==> src/rtl/inst_fetch.sv <==
// Instruction-fetch stage: owns the PC, runs a single-outstanding req/ack fetch to instruction
// memory and buffers returned words in a 2-entry queue whose head feeds the IF/ID register.
module inst_fetch #(
  parameter logic [31:0] RESET_PC = 32'h0000_0000,
  parameter logic [31:0] PC_STEP  = 32'd4
) (
  input  logic        clk,
  input  logic        rst,
  input  logic        stall,
  input  logic        branch,
  input  logic [31:0] branch_target,
  output logic        imem_req,
  output logic [31:0] imem_addr,
  input  logic        imem_ack,
  input  logic [31:0] imem_rdata,
  output logic [31:0] if_pc,
  output logic [31:0] if_inst,
  output logic        if_valid
);

  localparam logic StFetch = 1'b0;
  localparam logic StDrain = 1'b1;

  logic        state_q, state_d;
  logic [31:0] pc_q, pc_d;
  logic [31:0] drain_addr_q, drain_addr_d;
  logic [1:0]  count_q, count_d;
  logic [31:0] q_pc_q [2];
  logic [31:0] q_pc_d [2];
  logic [31:0] q_inst_q [2];
  logic [31:0] q_inst_d [2];

  logic        push, pop, wr_idx;
  logic [31:0] target_aligned;
  logic        unused_target_lsbs;

  assign target_aligned     = {branch_target[31:2], 2'b00};
  assign unused_target_lsbs = ^branch_target[1:0];

  always_comb begin
    imem_req  = 1'b0;
    imem_addr = (state_q == StDrain) ? drain_addr_q : pc_q;
    if (!rst) begin
      imem_req = (state_q == StDrain) ? 1'b1 : (count_q != 2'd2);
    end
  end

  assign if_valid = (count_q != 2'd0);
  assign if_pc    = if_valid ? q_pc_q[0] : 32'h0;
  assign if_inst  = if_valid ? q_inst_q[0] : 32'h0;

  assign push = (state_q == StFetch) && imem_req && imem_ack && !branch;
  assign pop  = if_valid && !stall && !branch;
  // Push never coincides with a full queue, so with a pop the free slot is always entry 0.
  assign wr_idx = pop ? 1'b0 : count_q[0];

  always_comb begin
    state_d      = state_q;
    pc_d         = pc_q;
    drain_addr_d = drain_addr_q;
    count_d      = count_q;
    q_pc_d       = q_pc_q;
    q_inst_d     = q_inst_q;
    if (branch) begin
      count_d = 2'd0;
      pc_d    = target_aligned;
      if (state_q == StFetch) begin
        // An unanswered request must still be drained so its late ack is not mistaken for ours.
        if (imem_req && !imem_ack) begin
          state_d      = StDrain;
          drain_addr_d = imem_addr;
        end
      end else if (imem_ack) begin
        state_d = StFetch;
      end
    end else begin
      if ((state_q == StDrain) && imem_ack) begin
        state_d = StFetch;
      end
      if (pop) begin
        q_pc_d[0]   = q_pc_q[1];
        q_inst_d[0] = q_inst_q[1];
      end
      if (push) begin
        pc_d             = pc_q + PC_STEP;
        q_pc_d[wr_idx]   = pc_q;
        q_inst_d[wr_idx] = imem_rdata;
      end
      case ({push, pop})
        2'b10:   count_d = count_q + 2'd1;
        2'b01:   count_d = count_q - 2'd1;
        default: count_d = count_q;
      endcase
    end
  end

  always_ff @(posedge clk) begin
    if (rst) begin
      state_q      <= StFetch;
      pc_q         <= RESET_PC;
      drain_addr_q <= 32'h0;
      count_q      <= 2'd0;
      q_pc_q[0]    <= 32'h0;
      q_pc_q[1]    <= 32'h0;
      q_inst_q[0]  <= 32'h0;
      q_inst_q[1]  <= 32'h0;
    end else begin
      state_q      <= state_d;
      pc_q         <= pc_d;
      drain_addr_q <= drain_addr_d;
      count_q      <= count_d;
      q_pc_q       <= q_pc_d;
      q_inst_q     <= q_inst_d;
    end
  end

endmodule

==> config.mk <==
export PLATFORM = sky130hd
export DESIGN_NAME = inst_fetch
export DESIGN_NICKNAME = d
export VERILOG_FILES = /design/src/rtl/inst_fetch.sv
export SDC_FILE = /design/constraint.sdc
export NUM_CORES = 1
export LEC_CHECK = 0
export ABC_AREA = 1
export BUFFER_PORTS_ARGS = -buffer_cell sky130_fd_sc_hd__buf_2
export CELL_PAD_IN_SITES_DETAIL_PLACEMENT = 1
export CELL_PAD_IN_SITES_GLOBAL_PLACEMENT = 2
export CORE_AREA = 2 2 126 251
export CTS_BUF_LIST = sky130_fd_sc_hd__clkbuf_4
export DETAILED_ROUTE_END_ITERATION = 8
export DIE_AREA = 0 0 128 253
export GPL_ROUTABILITY_DRIVEN = 0
export GPL_TIMING_DRIVEN = 0
export PLACE_DENSITY = 0.91
export SLEW_MARGIN = 10
export SYNTH_ARGS = -nofsm -noshare
export SYNTH_HDL_FRONTEND = slang
export SYNTH_SLANG_ARGS = --single-unit
==> constraint.sdc <==
create_clock -name clk -period 2.01 [get_ports clk]
set_input_delay 0.1005 -clock clk [delete_from_list [all_inputs] [get_ports clk]]
set_output_delay 0.1005 -clock clk [all_outputs]
set_load 0.1 [all_outputs]
After elaboration in Yosys (flattened, before gate mapping)
Cells that the tools add are included.
{ "word_totals": {"out_inout_bits": 98, "register_bits": 195} }
{ "op_classes": {"order_cmp": 2, "addsub": 3, "reduce_logical": 18, "eq_ne": 3, "n_mux": 24, "n_bitwise": 3} }
{ "ops": {"columns": ["operator", "n"], "rows": [
  ["two-way mux 32 bit", 10],
  ["bitwise mux 64 bit", 2],
  ["two-way mux 64 bit", 2],
  ["adder 32 x 3 -> 32 bit, second input constant", 1],
  ["demux 32 bit (select 1 bit)", 1],
  ["logical AND 1 bit", 8],
  ["two-way mux 1 bit", 8],
  ["nonzero test 2 bit", 4],
  ["case mux 2 bit (2 select lines)", 1],
  ["logical NOT 1 bit", 3],
  ["AND reduction 3 bit", 1],
  ["adder 2 x 1 -> 2 bit, second input constant", 1],
  ["equality test 2 x 1 -> 1 bit, second input constant", 1],
  ["equality test 2 bit, second input constant", 1],
  ["greater-or-equal comparator 2 bit, second input constant", 1],
  ["less-than comparator 2 x 1 -> 1 bit, second input constant", 1],
  ["inequality test 2 bit, second input constant", 1],
  ["inverter 1 bit", 2],
  ["inverter 1 -> 2 bit", 1],
  ["AND reduction 2 bit", 1],
  ["OR reduction 2 bit", 1],
  ["subtractor 2 x 1 -> 2 bit, second input constant", 1]
]} }

Longest topological paths before layout
Gate-level depths: netlist of run 1.
{ "depth": {"ltp_word": 11, "depth_mapped": 13, "depth_no_buf": 11} }

Worst setup path after synthesis of run 1
OpenSTA, ideal clock, no wires.
{ "synth_timing": {"kind": "register to output", "start": "reg state_q", "end": "out imem_addr[3]", "t_arrival_ns": 2.810, "required_ns": 1.910, "path_slack_ns": -0.901, "stages_incl_launch_ff": 5, "cell_sequence": "dfxtp_1 buf_2 inv_2 clkbuf_1 o21ai_0"} }
{ "synth_between": {"elab_chain_len": 1} }
{ "synth_lines": {"columns": ["element", "line_no", "rtl"], "rows": [
  ["from (decl)", "24", "logic state_q, state_d;"],
  ["from (signal assigned)", "99", "state_q <= StFetch;"],
  ["from (signal assigned)", "108", "state_q <= state_d;"],
  ["two-way mux 32 bit", "42", "imem_addr = (state_q == StDrain) ? drain_addr_q : pc_q;"],
  ["to (decl)", "13", "output logic [31:0] imem_addr,"]
]} }
Every way passes these cells.

Final worst setup path of run 1
{ "layout_timing": {"start": "reg count_q[0]", "end": "reg count_q[1]"} }
{ "layout_between": {"elab_chain_len": 8, "elab_cells_between_ends": 15, "cone_classes": "add/sub (2); eq/ne (3); mux (3); reduce/logical (7)"} }
{ "layout_lines": {"columns": ["element", "line_no", "rtl"], "rows": [
  ["from (decl)", "27", "logic [1:0] count_q, count_d;"],
  ["from (signal assigned)", "111", "count_q <= count_d;"],
  ["inequality test 2 bit", "44", "imem_req = (state_q == StDrain) ? 1'b1 : (count_q != 2'd2);"],
  ["two-way mux 1 bit", "44", null],
  ["two-way mux 1 bit", "43", "if (!rst) begin"],
  ["logical AND 1 bit (3 in a row)", "52", "assign push = (state_q == StFetch) && imem_req && imem_ack && !branch;"],
  ["equality test 2 x 1 -> 1 bit / equality test 2 bit (equally long branches)", "89", "case ({push, pop})"],
  ["case mux 2 bit (2 select lines) / nonzero test 2 bit (equally long branches)", null, null]
]} }
Several ways; a longest one is shown, not always the timed one.
A chain may end at the register's enable or synchronous reset.

==> flow_metrics.py, run 1 <==
metrics = {
    "cts": {
        "htree_levels": 4,
        "cts-buffers-inserted": 17,
        "tritoncts": "yes",
        "root_buffer": "clkbuf_4",
        "clk_pin_slew_ps": 170,
        "clk_latency_ps": 640,
        "clockBufferDepth": 2,
        "clock-sinks": 193,
    },
    "synth": {
        "synthSimpleGateAreaFrac_pct": 28.7,
        "yosysWarnings": 0,
        "syn_inst": 1389,
        "synth_nets": 1460,
        "syn_area_sq_um": 9340,
        "synth_compound_area_share_pct": 18.1,
        "synth_cell_types": 31,
        "synth_fa_ha_area_share_pct": 0.268,
        "synthXorXnorAreaFrac_pct": 0.750,
        "seq_area_frac_synth_pct": 41.4,
        "ys_ff_latch": 193,
        "syn_avg_cell_area_sq_um": 6.72,
        "synthMuxAreaShare_pct": 0,
        "synth_top_family_by_area": "simple AND/OR/NAND/NOR gates",
    },
    "die": {
        "die_x_microns": 128,
        "die-area_sq_um": 32400,
        "num_rows": 91,
        "die_h_microns": 253,
        "ioPinCount": 167,
        "core_sq_um": 30500,
        "start_util_pct": 30.6,
    },
    "timing": {
        "fin_crit_sh_pct": 97.4,
        "fin_skew_ps": 22.3,
        "relSlewSlack_pct": 50.0,
        "finalHoldViolCount": 0,
        "timing.hold.ws_ps": 88.9,
        "fmax_mhz": 511,
        "report.final.slew_viol_count": 0,
        "worst_slew_pin_slew_ps": 750,
        "period_minus_slack_ps": 1960,
        "setup_viol": 0,
        "rsz0062_at_grt": "true",
        "setup_ws_ps": 51.4,
    },
    "power_and_ir_drop": {
        "power_mw": 7.97,
        "ir_worst_vdd_mv": 0.467,
        "power_density_nw_per_um2": 632,
        "pwr-share-clk_pct": 30.4,
        "swShare_pct": 31.7,
        "power_switching_mw": 2.53,
        "power_leakage_nw": 5.31,
        "seqPwrFrac_pct": 50.9,
        "internal_power_mw": 5.44,
        "combPwrFrac_pct": 18.7,
    },
    "layout": {
        "drive_above_1_share_pct": 23.0,
        "nNetsFinal": 1716,
        "final_cell_count_no_fill": 2030,
        "finalInstanceArea_sq_um": 12600,
        "synthToLayoutAreaGrowth_pct": 35.1,
    },
    "critical_path": {
        "path_class": "reg2reg",
        "crit_family": "buffers and inverters",
        "crit_slowest_cell": "dfxtp_4",
        "path_buf_inv": 5,
        "endpoint_kind": "flop",
        "cpPeakStageDelay_ps": 390,
        "cp_max_fo": 10,
        "cp_cell_sequence": "nor2_4 -> clkinvlp_4 -> nand2_4 -> inv_4 -> buf_6 -> buf_6 -> ha_4 -> inv_2 -> nand2_1 -> nor2_2 -> o21ai_1 -> a21oi_1",
        "cp.required_ps": 2590,
        "crit_top_cell": "buf_6",
        "cp-start-kind": "flop",
        "cp.arrival_ps": 2540,
    },
    "detailed_routing": {
        "ant_nets": 0,
        "dr.pass1.iters": 4,
        "vias_per_cell": 4.89,
        "routed_wl_microns": 35000,
        "drc": 0,
        "vias": 9917,
        "drt-wirelength-per-cell_microns": 17.2,
        "drt_iter0_drc": 458,
    },
    "global_routing": {
        "grt_overflow": 0,
        "grt_pass1_vias": 10003,
        "grt_pass1_wl_microns": 54700,
        "grt_max_degree": 17,
        "grt_use_total_pct": 21.8,
        "antenna_found_initial": 1,
    },
    "place": {
        "place_ws_ps": -290,
        "place_inst": 1925,
        "hpwl_microns": 25400,
        "port_buffers": 164,
        "dpl_cell_area_sq_um": 10800,
    },
    "job": {
        "cap_violations": 0,
    },
    "worst_hold_path": {
        "hp-class": "in2reg",
    },
    "run_status": {
        "outcome": "finished clean",
    },
}
## placed cells by master (no fill, tap or decap), drive strengths merged, types with 2 or more instances in the layout
cell and n:
a211oi 26, a21oi 81, a31oi 2, buf 221, bufinv 4, clkbuf 59
clkinv 6, clkinvlp 4, dfxtp 193, dlygate4sd3 64, ha 2, inv 154
nand2 268, nand3 67, nand4 5, nor2 271, nor3 5, o21ai 213
xor2 8
## metal layers
| metal | track usage [%] | part of all wire [%] |
|---|---|---|
| met2 | 36.4 | 49 |
| met1 | 29.0 | 46 |
| met3 | 2.79 | 2.8 |
| met4 | 7.03 | 2.7 |
| met5 | 0 | 0 |
## final cells by class
cell class	count	area, sq um
clock inverters	13	185
diodes	1	2.50
clock buffers	18	135
plain buffers	89	547
fillers	3916	17900
well taps	372	465
inverters	155	594
multi-input cells	952	4680
repair buffers	237	2130
flip-flops and latches	193	3880
## power groups by stage
stage | clock [mW] | combinational [mW] | sequential (mW)
6_report | 2.42 | 1.49 | 4.06
4_1_cts | 2.51 | 1.46 | 4.06
5_1_grt | 2.62 | 1.61 | 4.08
3_3_place_gp | 0 | 1.28 | 4.13
2_1_floorplan | 0 | 0.915 | 4.11
3_5_place_dp | 0 | 1.29 | 4.14
## final timing paths
path,start,end,slack (ps),cells after the start
max,count_q[0],count_q[1],50,12
min,rst,q_pc_q[63],90,7
max reg2reg,count_q[0],count_q[1],50,12
min reg2reg,q_pc_q[0],q_pc_q[0],460,2
## repair_timing
| item | 4_1_cts | 5_1_grt |
|---|---|---|
| resized for setup | 199 | 60 |
| hold buffers | 64 | 0 |
| hold endpoints to repair | 96 | 0 |
| pin swaps | 1 | 1 |
| buffers inserted | 4 | 5 |
| endpoints found under the setup margin | 127 | 134 |
## per-stage QoR
stage | setup TNS, ps | util (%)
floorplan | -12560 | -
global placement | -8740 | 35.3
detailed placement | -7700 | 35.3
CTS | 0 | 40.5
global route | -809 | 41.3
finish | 0 | 41.3
## worst register-to-register path: cells and delay by family (launching register included)
family          cells  cell delay [ps]
compound gates      2              230
fa+ha+maj           1              220
buf+inv             5              560
flops               1              390
simple gates        4              500
## logic make-up after synthesis
logic type                 count (synthesis)
and+or+nand+nor                          619
AOI/OAI and AO/OA                        323
buffers and inverters                    244
DFF                                      193
xor gates and xnor gates                   8
adders and majority gates                  2
## Yosys cell counts, drive strengths merged
cell,instances,area share (%)
nand4,5,0.33
dfxtp,193,41
a22oi,1,0.080
ha,2,0.27
nor2b,1,0.067
inv,154,6.2
o21ai,213,11
nor3,5,0.27
nand3,67,5.4
and2,1,0.067
a21oi,81,4.3
clkinv,1,0.040
buf,50,3.0
nor4,1,0.067
nor2,271,12
clkbuf,39,1.6
nand2,268,11
a211oi,26,2.1
xor2,8,0.75
a31oi,2,0.13
Note: power is estimated with default switching activity, not from simulation.
==> run 2, diff against run 1 <==
--- a/config.mk
+++ b/config.mk
@@ -7,12 +7,13 @@
 export LEC_CHECK = 0
 export ABC_AREA = 1
 export BUFFER_PORTS_ARGS = -buffer_cell sky130_fd_sc_hd__buf_2
+export CAP_MARGIN = 0
 export CELL_PAD_IN_SITES_DETAIL_PLACEMENT = 1
 export CELL_PAD_IN_SITES_GLOBAL_PLACEMENT = 2
-export CORE_AREA = 2 2 126 251
+export CORE_AREA = 2 2 211 151
 export CTS_BUF_LIST = sky130_fd_sc_hd__clkbuf_4
 export DETAILED_ROUTE_END_ITERATION = 8
-export DIE_AREA = 0 0 128 253
+export DIE_AREA = 0 0 213 153
 export GPL_ROUTABILITY_DRIVEN = 0
 export GPL_TIMING_DRIVEN = 0
 export PLACE_DENSITY = 0.91
==> flow_metrics.py, run 2 (synthesis results as in run 1) <==
metrics = {
    "die": {
        "num_rows": 54,
        "ioPinCount": 167,
        "die_h_microns": 153,
        "core_sq_um": 30600,
        "die-area_sq_um": 32600,
        "start_util_pct": 30.5,
        "die_x_microns": 213,
    },
    "critical_path": {
        "r2r_cells": 9,
        "cp.arrival_ps": 2430,
        "r2r_end": "q_pc_q[58]",
        "cp.required_ps": 2490,
        "cp-start-kind": "flop",
        "cp_max_fo": 10,
        "endpoint_kind": "flop",
        "r2r_start": "state_q",
        "regToRegSetupSlack_ps": 60,
        "path_class": "reg2reg",
    },
    "detailed_routing": {
        "drt_iter0_drc": 579,
        "drc": 0,
        "vias": 10136,
        "drt-wirelength-per-cell_microns": 18.4,
        "ant_nets": 0,
        "dr.pass1.iters": 5,
        "routed_wl_microns": 38300,
        "vias_per_cell": 4.87,
    },
    "global_routing": {
        "grt_pass1_wl_microns": 57900,
        "grt_max_degree": 18,
        "grt_use_total_pct": 23.2,
        "antenna_found_initial": 1,
        "grt_overflow": 0,
        "grt_pass1_vias": 10016,
    },
    "timing": {
        "worst_slew_pin_slew_ps": 815,
        "fin_crit_sh_pct": 97.1,
        "report.final.slew_viol_count": 0,
        "fin_skew_ps": 36.6,
        "setup_viol": 0,
        "fmax_mhz": 512,
        "relSlewSlack_pct": 45.7,
        "finalHoldViolCount": 0,
        "period_minus_slack_ps": 1950,
    },
    "worst_hold_path": {
        "hold_depth": 5,
        "min_from": "rst",
        "hp-class": "in2reg",
        "worstHoldEndpoint": "pc_q[5]",
    },
    "power_and_ir_drop": {
        "power_leakage_nw": 5.33,
        "power_density_nw_per_um2": 621,
        "ir_worst_vdd_mv": 0.341,
    },
    "cts": {
        "cts-buffers-inserted": 17,
        "clk_latency_ps": 620,
        "tritoncts": "yes",
        "htree_levels": 4,
        "root_buffer": "clkbuf_4",
        "clockBufferDepth": 2,
        "clk_pin_slew_ps": 170,
        "clock-sinks": 193,
    },
    "place": {
        "place_inst": 1973,
        "hpwl_microns": 27700,
        "port_buffers": 164,
    },
    "job": {
        "cap_violations": 0,
    },
    "layout": {
        "drive_above_1_share_pct": 23.1,
        "nNetsFinal": 1719,
        "final_common_cell": "nand2_1",
        "final_cell_mix": "nand2_1, nor2_1, dfxtp_1, inv_1, o21ai_0",
        "final_cell_count_no_fill": 2082,
        "synthToLayoutAreaGrowth_pct": 36.0,
        "final_util_pct": 41.5,
    },
    "run_status": {
        "outcome": "finished clean",
    },
}
## run 2: cell count changes in the layout (fill, tap and decap cells not counted), sizes merged
cell | before | now
inv | 154 | 160
buf | 221 | 226
bufinv | 4 | 2
clkinvlp | 4 | 2
clkbuf | 59 | 58
clkinv | 6 | 5
dlygate4sd3 | 64 | 63
## run 2: worst max-delay path, cell delays in order, from the launching register on
cell,delay [ps]
dfxtp_1,360
buf_6,150
inv_2,60
nand3_2,90
nand2_2,70
inv_4,70
nand3_4,140
nor2_4,220
buf_1,460
a211oi_1,180
## run 2: worst max-delay path by stage
stage                       start      endpoint  slack, ps
after floorplan           state_q  imem_addr[3]       -210
after global placement    pc_q[3]      pc_q[26]       -210
after detailed placement  pc_q[3]      pc_q[26]       -240
after CTS                 pc_q[2]      pc_q[26]        -40
after global routing      state_q    q_pc_q[58]        -30
final                     state_q    q_pc_q[58]         60
## run 2: what timing repair did
item / CTS / global route
hold endpoints to repair: 95 / 0
hold buffers: 63 / 0
endpoints found under the setup margin: 163 / 225
gates resized for setup: 178 / 85
cloned: 0 / 0
setup buffers: 2 / 11
pin swaps: 1 / 4
## run 2: final cells by class
class	instances	area (sq um)
clock inverters	14	154
well taps	420	526
multi-input cells	952	4730
clock buffers	18	135
flip-flops and latches	193	3880
plain buffers	89	559
inverters	155	591
fillers	3927	17900
diodes	1	2.50
repair buffers	240	2130
## run 2: per-layer routing
metal  part of all wire (%)  routed length (microns)  track usage (%)
met5                      0                        0                0
met4                    1.9                      733             6.29
met3                    4.3                     1650             3.41
met2                     44                    16900             35.1
met1                     50                    19000             34.0
## run 2: stage by stage
| step | setup slack (ps) | TNS, ps | cell area (sq um) | power, mW | hold slack (ps) |
|---|---|---|---|---|---|
| 6_report | 58.3 | 0 | 12700 | 7.89 | 81.1 |
| 5_1_grt | -28.4 | -154 | 12700 | 8.24 | 73.3 |
| 4_1_cts | -38.7 | -94.0 | 12300 | 7.89 | 18.5 |
| 3_5_place_dp | -235 | -5690 | 10800 | 5.43 | 285 |
| 3_3_place_gp | -214 | -2570 | 10800 | 5.40 | 282 |
| 2_1_floorplan | -209 | -12560 | 9490 | 5.03 | 177 |
## run 2: where the power goes
part           internal, mW  switching, mW  leakage [nW]
Clock                 0.779           1.51         0.159
Combinational         0.496           1.04          3.60
Sequential             3.97         0.0918          1.57
